`src/rtl/fall_scheduler_if.sv`:
```
// Handshake bundle between the falling-item sequencer and its environment.
// The master modport drives the game controls; the slave (sequencer) drives playfield state.
interface fall_scheduler_if;
    logic        start;
    logic        pause;
    logic        frame_tick;
    logic [2:0]  farmer_x;
    logic [1:0]  state;
    logic [3:0]  slot_active;
    logic [11:0] slot_x;
    logic [39:0] slot_y;
    logic [3:0]  catch_pulse;
    logic [3:0]  miss_pulse;
    logic [7:0]  score_pos;
    logic [7:0]  score_neg;
    logic [11:0] time_left;
    logic        game_over;

    modport master (
        output start, pause, frame_tick, farmer_x,
        input  state, slot_active, slot_x, slot_y, catch_pulse, miss_pulse,
        input  score_pos, score_neg, time_left, game_over
    );

    modport slave (
        input  start, pause, frame_tick, farmer_x,
        output state, slot_active, slot_x, slot_y, catch_pulse, miss_pulse,
        output score_pos, score_neg, time_left, game_over
    );
endinterface

```
`src/rtl/fall_scheduler.sv`:
```
// Falling-item game sequencer: game FSM, timer, spawning, item motion,
// catch/miss detection against the farmer lane and saturating score keeping.
module fall_scheduler #(
    parameter int unsigned FIELD_H    = 480,
    parameter int unsigned ITEM_H     = 80,
    parameter int unsigned CATCH_Y    = 400,
    parameter int unsigned SPEED      = 4,
    parameter int unsigned SPAWN_GAP  = 120,
    parameter int unsigned GAME_TICKS = 3600,
    parameter logic [15:0] LFSR_SEED  = 16'hACE1
) (
    input logic             clk,
    input logic             rst,
    fall_scheduler_if.slave bus
);

    typedef enum logic [1:0] {
        StIdle  = 2'd0,
        StPlay  = 2'd1,
        StPause = 2'd2,
        StOver  = 2'd3
    } state_e;

    localparam int unsigned CntW      = (SPAWN_GAP > 1) ? $clog2(SPAWN_GAP) : 1;
    localparam logic [9:0]  CatchTop  = 10'(CATCH_Y - ITEM_H);
    localparam logic [9:0]  MissTop   = 10'(FIELD_H - ITEM_H);
    localparam logic [9:0]  Speed     = 10'(SPEED);
    localparam logic [11:0] GameTicks = 12'(GAME_TICKS);
    localparam logic [CntW-1:0] GapLast = CntW'(SPAWN_GAP - 1);

    state_e          state_q, state_d;
    logic [15:0]     lfsr_q, lfsr_d;
    logic [3:0]      act_q, act_d;
    logic [3:0][2:0] x_q, x_d;
    logic [3:0][9:0] y_q, y_d;
    logic [7:0]      pos_q, pos_d;
    logic [7:0]      neg_q, neg_d;
    logic [11:0]     time_q, time_d;
    logic [CntW-1:0] cnt_q, cnt_d;
    logic [3:0]      catch_q, catch_d;
    logic [3:0]      miss_q, miss_d;
    logic            over_q, over_d;

    logic [9:0] ny;
    logic [8:0] pos_sum;
    logic [8:0] neg_sum;
    logic [1:0] idx;
    logic       found;

    always_comb begin
        lfsr_d  = {lfsr_q[14:0], lfsr_q[15] ^ lfsr_q[13] ^ lfsr_q[12] ^ lfsr_q[10]};
        state_d = state_q;
        act_d   = act_q;
        x_d     = x_q;
        y_d     = y_q;
        pos_d   = pos_q;
        neg_d   = neg_q;
        time_d  = time_q;
        cnt_d   = cnt_q;
        catch_d = '0;
        miss_d  = '0;
        ny      = '0;
        pos_sum = {1'b0, pos_q};
        neg_sum = {1'b0, neg_q};
        idx     = '0;
        found   = 1'b0;

        unique case (state_q)
            StIdle, StOver: begin
                if (bus.start) begin
                    state_d = StPlay;
                    act_d   = '0;
                    x_d     = '0;
                    y_d     = '0;
                    pos_d   = '0;
                    neg_d   = '0;
                    cnt_d   = '0;
                    time_d  = GameTicks;
                end
            end
            StPlay: begin
                if (bus.pause) state_d = StPause;
                if (bus.frame_tick) begin
                    for (int i = 0; i < 4; i++) begin
                        if (act_q[i]) begin
                            ny = y_q[i] + Speed;
                            if (ny >= CatchTop && x_q[i] == bus.farmer_x) begin
                                act_d[i]   = 1'b0;
                                x_d[i]     = '0;
                                y_d[i]     = '0;
                                catch_d[i] = 1'b1;
                                // Slot 0 is the bug; fruit slots are worth 3/2/1.
                                if (i == 0) neg_sum = neg_sum + 9'd3;
                                else        pos_sum = pos_sum + 9'(4 - i);
                            end else if (ny >= MissTop) begin
                                act_d[i]  = 1'b0;
                                x_d[i]    = '0;
                                y_d[i]    = '0;
                                miss_d[i] = 1'b1;
                            end else begin
                                y_d[i] = ny;
                            end
                        end
                    end
                    pos_d = pos_sum[8] ? 8'hFF : pos_sum[7:0];
                    neg_d = neg_sum[8] ? 8'hFF : neg_sum[7:0];

                    // Search uses pre-tick occupancy so freed slots wait a tick.
                    if (cnt_q == GapLast) begin
                        cnt_d = '0;
                        for (int k = 0; k < 4; k++) begin
                            idx = lfsr_q[1:0] + 2'(k);
                            if (!found && !act_q[idx]) begin
                                found      = 1'b1;
                                act_d[idx] = 1'b1;
                                x_d[idx]   = lfsr_q[4:2];
                                y_d[idx]   = '0;
                            end
                        end
                    end else begin
                        cnt_d = cnt_q + 1'b1;
                    end

                    time_d = time_q - 12'd1;
                    if (time_q == 12'd1) begin
                        state_d = StOver;
                        act_d   = '0;
                        x_d     = '0;
                        y_d     = '0;
                    end
                end
            end
            StPause: begin
                if (bus.pause) state_d = StPlay;
            end
        endcase

        over_d = (state_d == StOver);
    end

    always_ff @(posedge clk) begin
        if (!rst) begin
            state_q <= StIdle;
            lfsr_q  <= LFSR_SEED;
            act_q   <= '0;
            x_q     <= '0;
            y_q     <= '0;
            pos_q   <= '0;
            neg_q   <= '0;
            time_q  <= GameTicks;
            cnt_q   <= '0;
            catch_q <= '0;
            miss_q  <= '0;
            over_q  <= 1'b0;
        end else begin
            state_q <= state_d;
            lfsr_q  <= lfsr_d;
            act_q   <= act_d;
            x_q     <= x_d;
            y_q     <= y_d;
            pos_q   <= pos_d;
            neg_q   <= neg_d;
            time_q  <= time_d;
            cnt_q   <= cnt_d;
            catch_q <= catch_d;
            miss_q  <= miss_d;
            over_q  <= over_d;
        end
    end

    assign bus.state       = state_q;
    assign bus.slot_active = act_q;
    assign bus.slot_x      = x_q;
    assign bus.slot_y      = y_q;
    assign bus.catch_pulse = catch_q;
    assign bus.miss_pulse  = miss_q;
    assign bus.score_pos   = pos_q;
    assign bus.score_neg   = neg_q;
    assign bus.time_left   = time_q;
    assign bus.game_over   = over_q;

endmodule

```
`src/flat_wrapper.sv`:
```
// flat-port wrapper written by rule: the top's interface ports become plain ports
module fall_scheduler_flat 
#(
    parameter int unsigned FIELD_H    = 480,
    parameter int unsigned ITEM_H     = 80,
    parameter int unsigned CATCH_Y    = 400,
    parameter int unsigned SPEED      = 4,
    parameter int unsigned SPAWN_GAP  = 120,
    parameter int unsigned GAME_TICKS = 3600,
    parameter logic [15:0] LFSR_SEED  = 16'hACE1
)
  (clk, rst, bus_start, bus_pause, bus_frame_tick, bus_farmer_x, bus_state, bus_slot_active, bus_slot_x, bus_slot_y, bus_catch_pulse, bus_miss_pulse, bus_score_pos, bus_score_neg, bus_time_left, bus_game_over);
  fall_scheduler_if bus_i ();
  input logic clk;
  input logic rst;
  input wire logic [$bits(bus_i.start)-1:0] bus_start;
  input wire logic [$bits(bus_i.pause)-1:0] bus_pause;
  input wire logic [$bits(bus_i.frame_tick)-1:0] bus_frame_tick;
  input wire logic [$bits(bus_i.farmer_x)-1:0] bus_farmer_x;
  output wire logic [$bits(bus_i.state)-1:0] bus_state;
  output wire logic [$bits(bus_i.slot_active)-1:0] bus_slot_active;
  output wire logic [$bits(bus_i.slot_x)-1:0] bus_slot_x;
  output wire logic [$bits(bus_i.slot_y)-1:0] bus_slot_y;
  output wire logic [$bits(bus_i.catch_pulse)-1:0] bus_catch_pulse;
  output wire logic [$bits(bus_i.miss_pulse)-1:0] bus_miss_pulse;
  output wire logic [$bits(bus_i.score_pos)-1:0] bus_score_pos;
  output wire logic [$bits(bus_i.score_neg)-1:0] bus_score_neg;
  output wire logic [$bits(bus_i.time_left)-1:0] bus_time_left;
  output wire logic [$bits(bus_i.game_over)-1:0] bus_game_over;
  assign bus_i.start = bus_start;
  assign bus_i.pause = bus_pause;
  assign bus_i.frame_tick = bus_frame_tick;
  assign bus_i.farmer_x = bus_farmer_x;
  assign bus_state = bus_i.state;
  assign bus_slot_active = bus_i.slot_active;
  assign bus_slot_x = bus_i.slot_x;
  assign bus_slot_y = bus_i.slot_y;
  assign bus_catch_pulse = bus_i.catch_pulse;
  assign bus_miss_pulse = bus_i.miss_pulse;
  assign bus_score_pos = bus_i.score_pos;
  assign bus_score_neg = bus_i.score_neg;
  assign bus_time_left = bus_i.time_left;
  assign bus_game_over = bus_i.game_over;
  fall_scheduler #(.FIELD_H(FIELD_H), .ITEM_H(ITEM_H), .CATCH_Y(CATCH_Y), .SPEED(SPEED), .SPAWN_GAP(SPAWN_GAP), .GAME_TICKS(GAME_TICKS), .LFSR_SEED(LFSR_SEED)) u_core (.clk(clk), .rst(rst), .bus(bus_i));
endmodule
```
`config.mk`:
```
export PLATFORM = sky130hd
export DESIGN_NAME = fall_scheduler_flat
export DESIGN_NICKNAME = d
export VERILOG_FILES = /design/src/rtl/fall_scheduler_if.sv /design/src/rtl/fall_scheduler.sv /design/src/flat_wrapper.sv
export SDC_FILE = /design/constraint.sdc
export NUM_CORES = 1
export LEC_CHECK = 0
export CORE_ASPECT_RATIO = 0.6
export CORE_MARGIN = 2
export CORE_UTILIZATION = 55
export CTS_CLUSTER_SIZE = 40
export DETAILED_ROUTE_END_ITERATION = 16
export GPL_ROUTABILITY_DRIVEN = 0
export PLACE_DENSITY_LB_ADDON = 0.2
export SLEW_MARGIN = 40
export SYNTH_ARGS = -nofsm -noshare
export SYNTH_HDL_FRONTEND = slang
export SYNTH_SLANG_ARGS = --single-unit
```
`constraint.sdc`:
```
create_clock -name clk -period 4.75 [get_ports clk]
set_input_delay 1.425 -clock clk [delete_from_list [all_inputs] [get_ports clk]]
set_output_delay 1.425 -clock clk [all_outputs]
set_load 0.005 [all_outputs]
```
==> qor.csv <==
stage,metric,value,unit
sta,clock_skew,0.00721,ns
clock_tree,htreeDepth,4,
global_routing,grt_pass1_wl,30600,um
setup_path,endpoint_kind,flop,
global_routing,grt_max_degree,53,
setup_path,critPathMaxStageDelay,0.44,ns
detailed_routing,ant_nets,0,
power,vdd_drop_max,0.285,mV
synth,synth_edf_count,0,
cells_and_area,layout_common_cells,"118 x dfxtp_1, 102 x clkdlybuf4s50_1, 83 x nor2_1, 68 x a21oi_1, 64 x nand2_1",
sta,clock.fmax,224,MHz
detailed_routing,drtIter0Drc,545,
clock_tree,cts.repair.resized,0,
global_routing,grt_util_all_layers,29.2,%
synth,ys_warn_count,0,
power,cellPowerDensity,318,nW/um^2
floorplanning,dieArea,13100,um^2
sta,timing.hold.ws,0.408,ns
clock_tree,cts_tree,built,
sta,finalSetupViolations,0,
flow_run,drv_cap,0,
cells_and_area,nNetsFinal,940,
synth,yosys.area.top_type,dfxtp_1,
sta,maxSlewViolCount,0,
setup_path,path_cells,clkdlybuf4s50_1 > xor2_1 > nor3_1 > nand2_2 > nor3_2 > xnor2_4 > inv_1 > ha_1 > and3_1 > o221ai_2 > nor3_1 > xnor2_1 > a41oi_4 > a31oi_1 > a21o_1,
power,total_power,2.69,mW
setup_path,criticalPathCategory,in2reg,
floorplanning,rows,31,
clock_tree,cts_root_buf,clkbuf_16,
place,port_buffers,102,
cells_and_area,fillers,873,
hold_path,holdCritPathClass,reg2reg,
cells_and_area,area_delta_synth_final,26.1,%
place,dp_cells,1059,
setup_path,crit_start,bus_farmer_x[1],
synth,synth.cell_area,6720,um^2
synth,synthCells,814,
global_routing,overflow,0,
hold_path,holdCritStartpoint,u_core.lfsr_q[6],
synth,synthDistinctLibCells,90,
status,status,"finished, final reports clean",
power,leakagePower,3.05,nW
setup_path,path_depth,15,
floorplanning,io_pins,103,
setup_path,ff2ff_path_depth,15,
floorplanning,die_h,89.6,um
global_routing,grt_pass1_vias,6063,
global_routing,antenna_found_initial,0,
clock_tree,hold_buffers,0,
synth,synth_top_area_share,35.2,%
detailed_routing,wl,19200,um
synth,synth_ff_type,dfxtp_1,
setup_path,worstPathMaxFanout,8,
synth,synth_seq_area_share,35.2,%
sta,rsz0062_at_grt,no,
cells_and_area,fin_cells,1090,
setup_path,path_buf_inv,2,
clock_tree,path_clk_slew,0.05,ns
setup_path,crit_path_start_kind,input pin,
sta,post-route-min-period,4.47,ns
detailed_routing,drc,0,
floorplanning,core,12000,um^2
setup_path,worst_ep_required_time,5.06,ns
detailed_routing,vias_per_cell,6.14,
sta,finalHoldViolations,0,
sta,finalCritPeriodShare,94.0,%
floorplanning,initial_core_util,56.0,%
floorplanning,die_w,147,um
setup_path,worstPathArrival,4.78,ns
setup_path,cpLargestDelayFamily,simple AND/OR/NAND/NOR gates,
synth,synth_seq_cells,118,
sta,relSlewSlack,48.9,%
setup_path,slowest_stage,clkdlybuf4s50_1,
cells_and_area,drive_above_1_share,9.41,%
synth,avgSynthCellArea,8.25,um^2
cells_and_area,mostFrequentLayoutCell,dfxtp_1,
clock_tree,numCtsBuffers,17,
place,hpwl,13500,um
setup_path,crit_path_frequent_cell,nor3_1,
sta,tightestPinTransition,0.761,ns
clock_tree,clk_latency,0.42,ns
clock_tree,post-cts-setup-buffers,0,
synth,async_flop_share,0,%
setup_path,rr_startpoint,u_core.bus.slot_y[12],
detailed_routing,dr.pass1.iters,6,
synth,synth_nets,841,
cells_and_area,antennaDiodeCount,0,
clock_tree,clk_path_buf_depth,2,
hold_path,holdPathStages,1,
detailed_routing,wire_per_inst,17.6,um
synth,synthTopCellsByArea,"dfxtp_1 35%, a21oi_1 5.1%, nor2_1 4.6%",
clock_tree,clock_sinks,118,
detailed_routing,via_count,6697,
area by class of cell:
type	count	area [um^2]	share of cell area [%]
Clock buffer	21	460	5.44
Clock inverter	10	153	1.80
Inverter	31	119	1.40
Multi-Input combinational cell	627	4030	47.5
Sequential cell	118	2360	27.9
Tap cell	165	206	2.44
Timing Repair Buffer	118	1140	13.5
worst register-to-register path, cell delays in order, from the launching register on:
cell      delay [ns]
dfxtp_1         0.39
ha_1            0.33
and4_1          0.29
and4_4          0.22
nor4_4          0.65
nor3_2          0.17
xnor2_4         0.17
inv_1           0.08
ha_1            0.19
and3_1          0.23
o221ai_2        0.14
nor3_1          0.26
xnor2_1         0.17
a41oi_4         0.36
a31oi_1         0.14
a21o_1          0.17
report_power, final:
| group | leakage (nW) | switching (mW) | internal, mW |
|---|---|---|---|
| Combinational | 1.80 | 0.182 | 0.114 |
| Clock | 0.302 | 0.454 | 0.897 |
| Sequential | 0.956 | 0.0289 | 1.01 |
| Total | 3.05 | 0.665 | 2.03 |
sequential cells by signal (all words and copies together) (netlist names), 2 cells and up:
| name | count |
|---|---|
| u_core.bus.slot_y | 40 |
| u_core.cnt_q | 7 |
| u_core.bus.catch_pulse | 4 |
| u_core.bus.state | 2 |
| u_core.bus.score_pos | 8 |
| u_core.bus.score_neg | 8 |
| u_core.bus.slot_active | 4 |
| u_core.bus.slot_x | 12 |
| u_core.lfsr_q | 16 |
| u_core.bus.miss_pulse | 4 |
| u_core.bus.time_left | 12 |
synthesized netlist by cell type (all sizes together), types with 5 or more instances:
cell and n:
a21o 6, a21oi 69, a22oi 12, a311oi 5, a31oi 10, and2 19, and3 18, and4 6
buf 5, clkbuf 31, dfxtp 118, ha 19, inv 31, mux2i 5, nand2 65, nand2b 13
nand3 26, nand3b 7, nand4 7, nor2 86, nor2b 17, nor3 22, nor3b 5, nor4 13
o211ai 5, o21a 6, o21ai 51, o22ai 5, o31ai 5, or2 5, or3 13, or4 5
xnor2 33, xor2 14
cells by family (layout without fill, tap and decap cells):
group	Yosys count	after routing	synth area share, %
XOR/XNOR	48	48	6.75
multiplexers	7	7	1.42
AO/OA/AOI/OAI	211	211	20.3
AND/OR/NAND/NOR	341	341	27.7
buffers and inverters	69	180	4.94
adder cells (fa/ha/maj)	20	20	3.69
flip-flops	118	118	35.2
path summary, 6_finish.rpt:
path,slack (ns),endpoint
worst max-delay path,0.28,u_core.bus.score_pos[6]
worst min-delay path,0.41,u_core.lfsr_q[7]
worst max register to register,0.67,u_core.bus.score_pos[6]
worst min register to register,0.41,u_core.lfsr_q[7]
metal layers:
metal | track usage [%] | wire (um) | vias to the layer above
met5 | 0 | 0 | -
met4 | 10.9 | 455 | 0
met1 | 39.5 | 8560 | 3168
met3 | 6.97 | 1650 | 58
li1 | - | - | 3135
met2 | 46.2 | 8510 | 336
metrics by stage:
stage | setup slack [ns] | TNS [ns] | utilization [%] | cell area (um^2)
final | 0.284 | 0 | 70.7 | 8470
after global routing | 0.0648 | 0 | 70.7 | 8470
after CTS | 0.334 | 0 | 70.7 | 8470
after detailed placement | -0.0585 | -0.300 | 65.5 | 7860
after global placement | 0.0851 | 0 | 65.5 | 7850
after floorplan | 0.442 | 0 | - | 6720
Power figures use the tool's default switching activity.
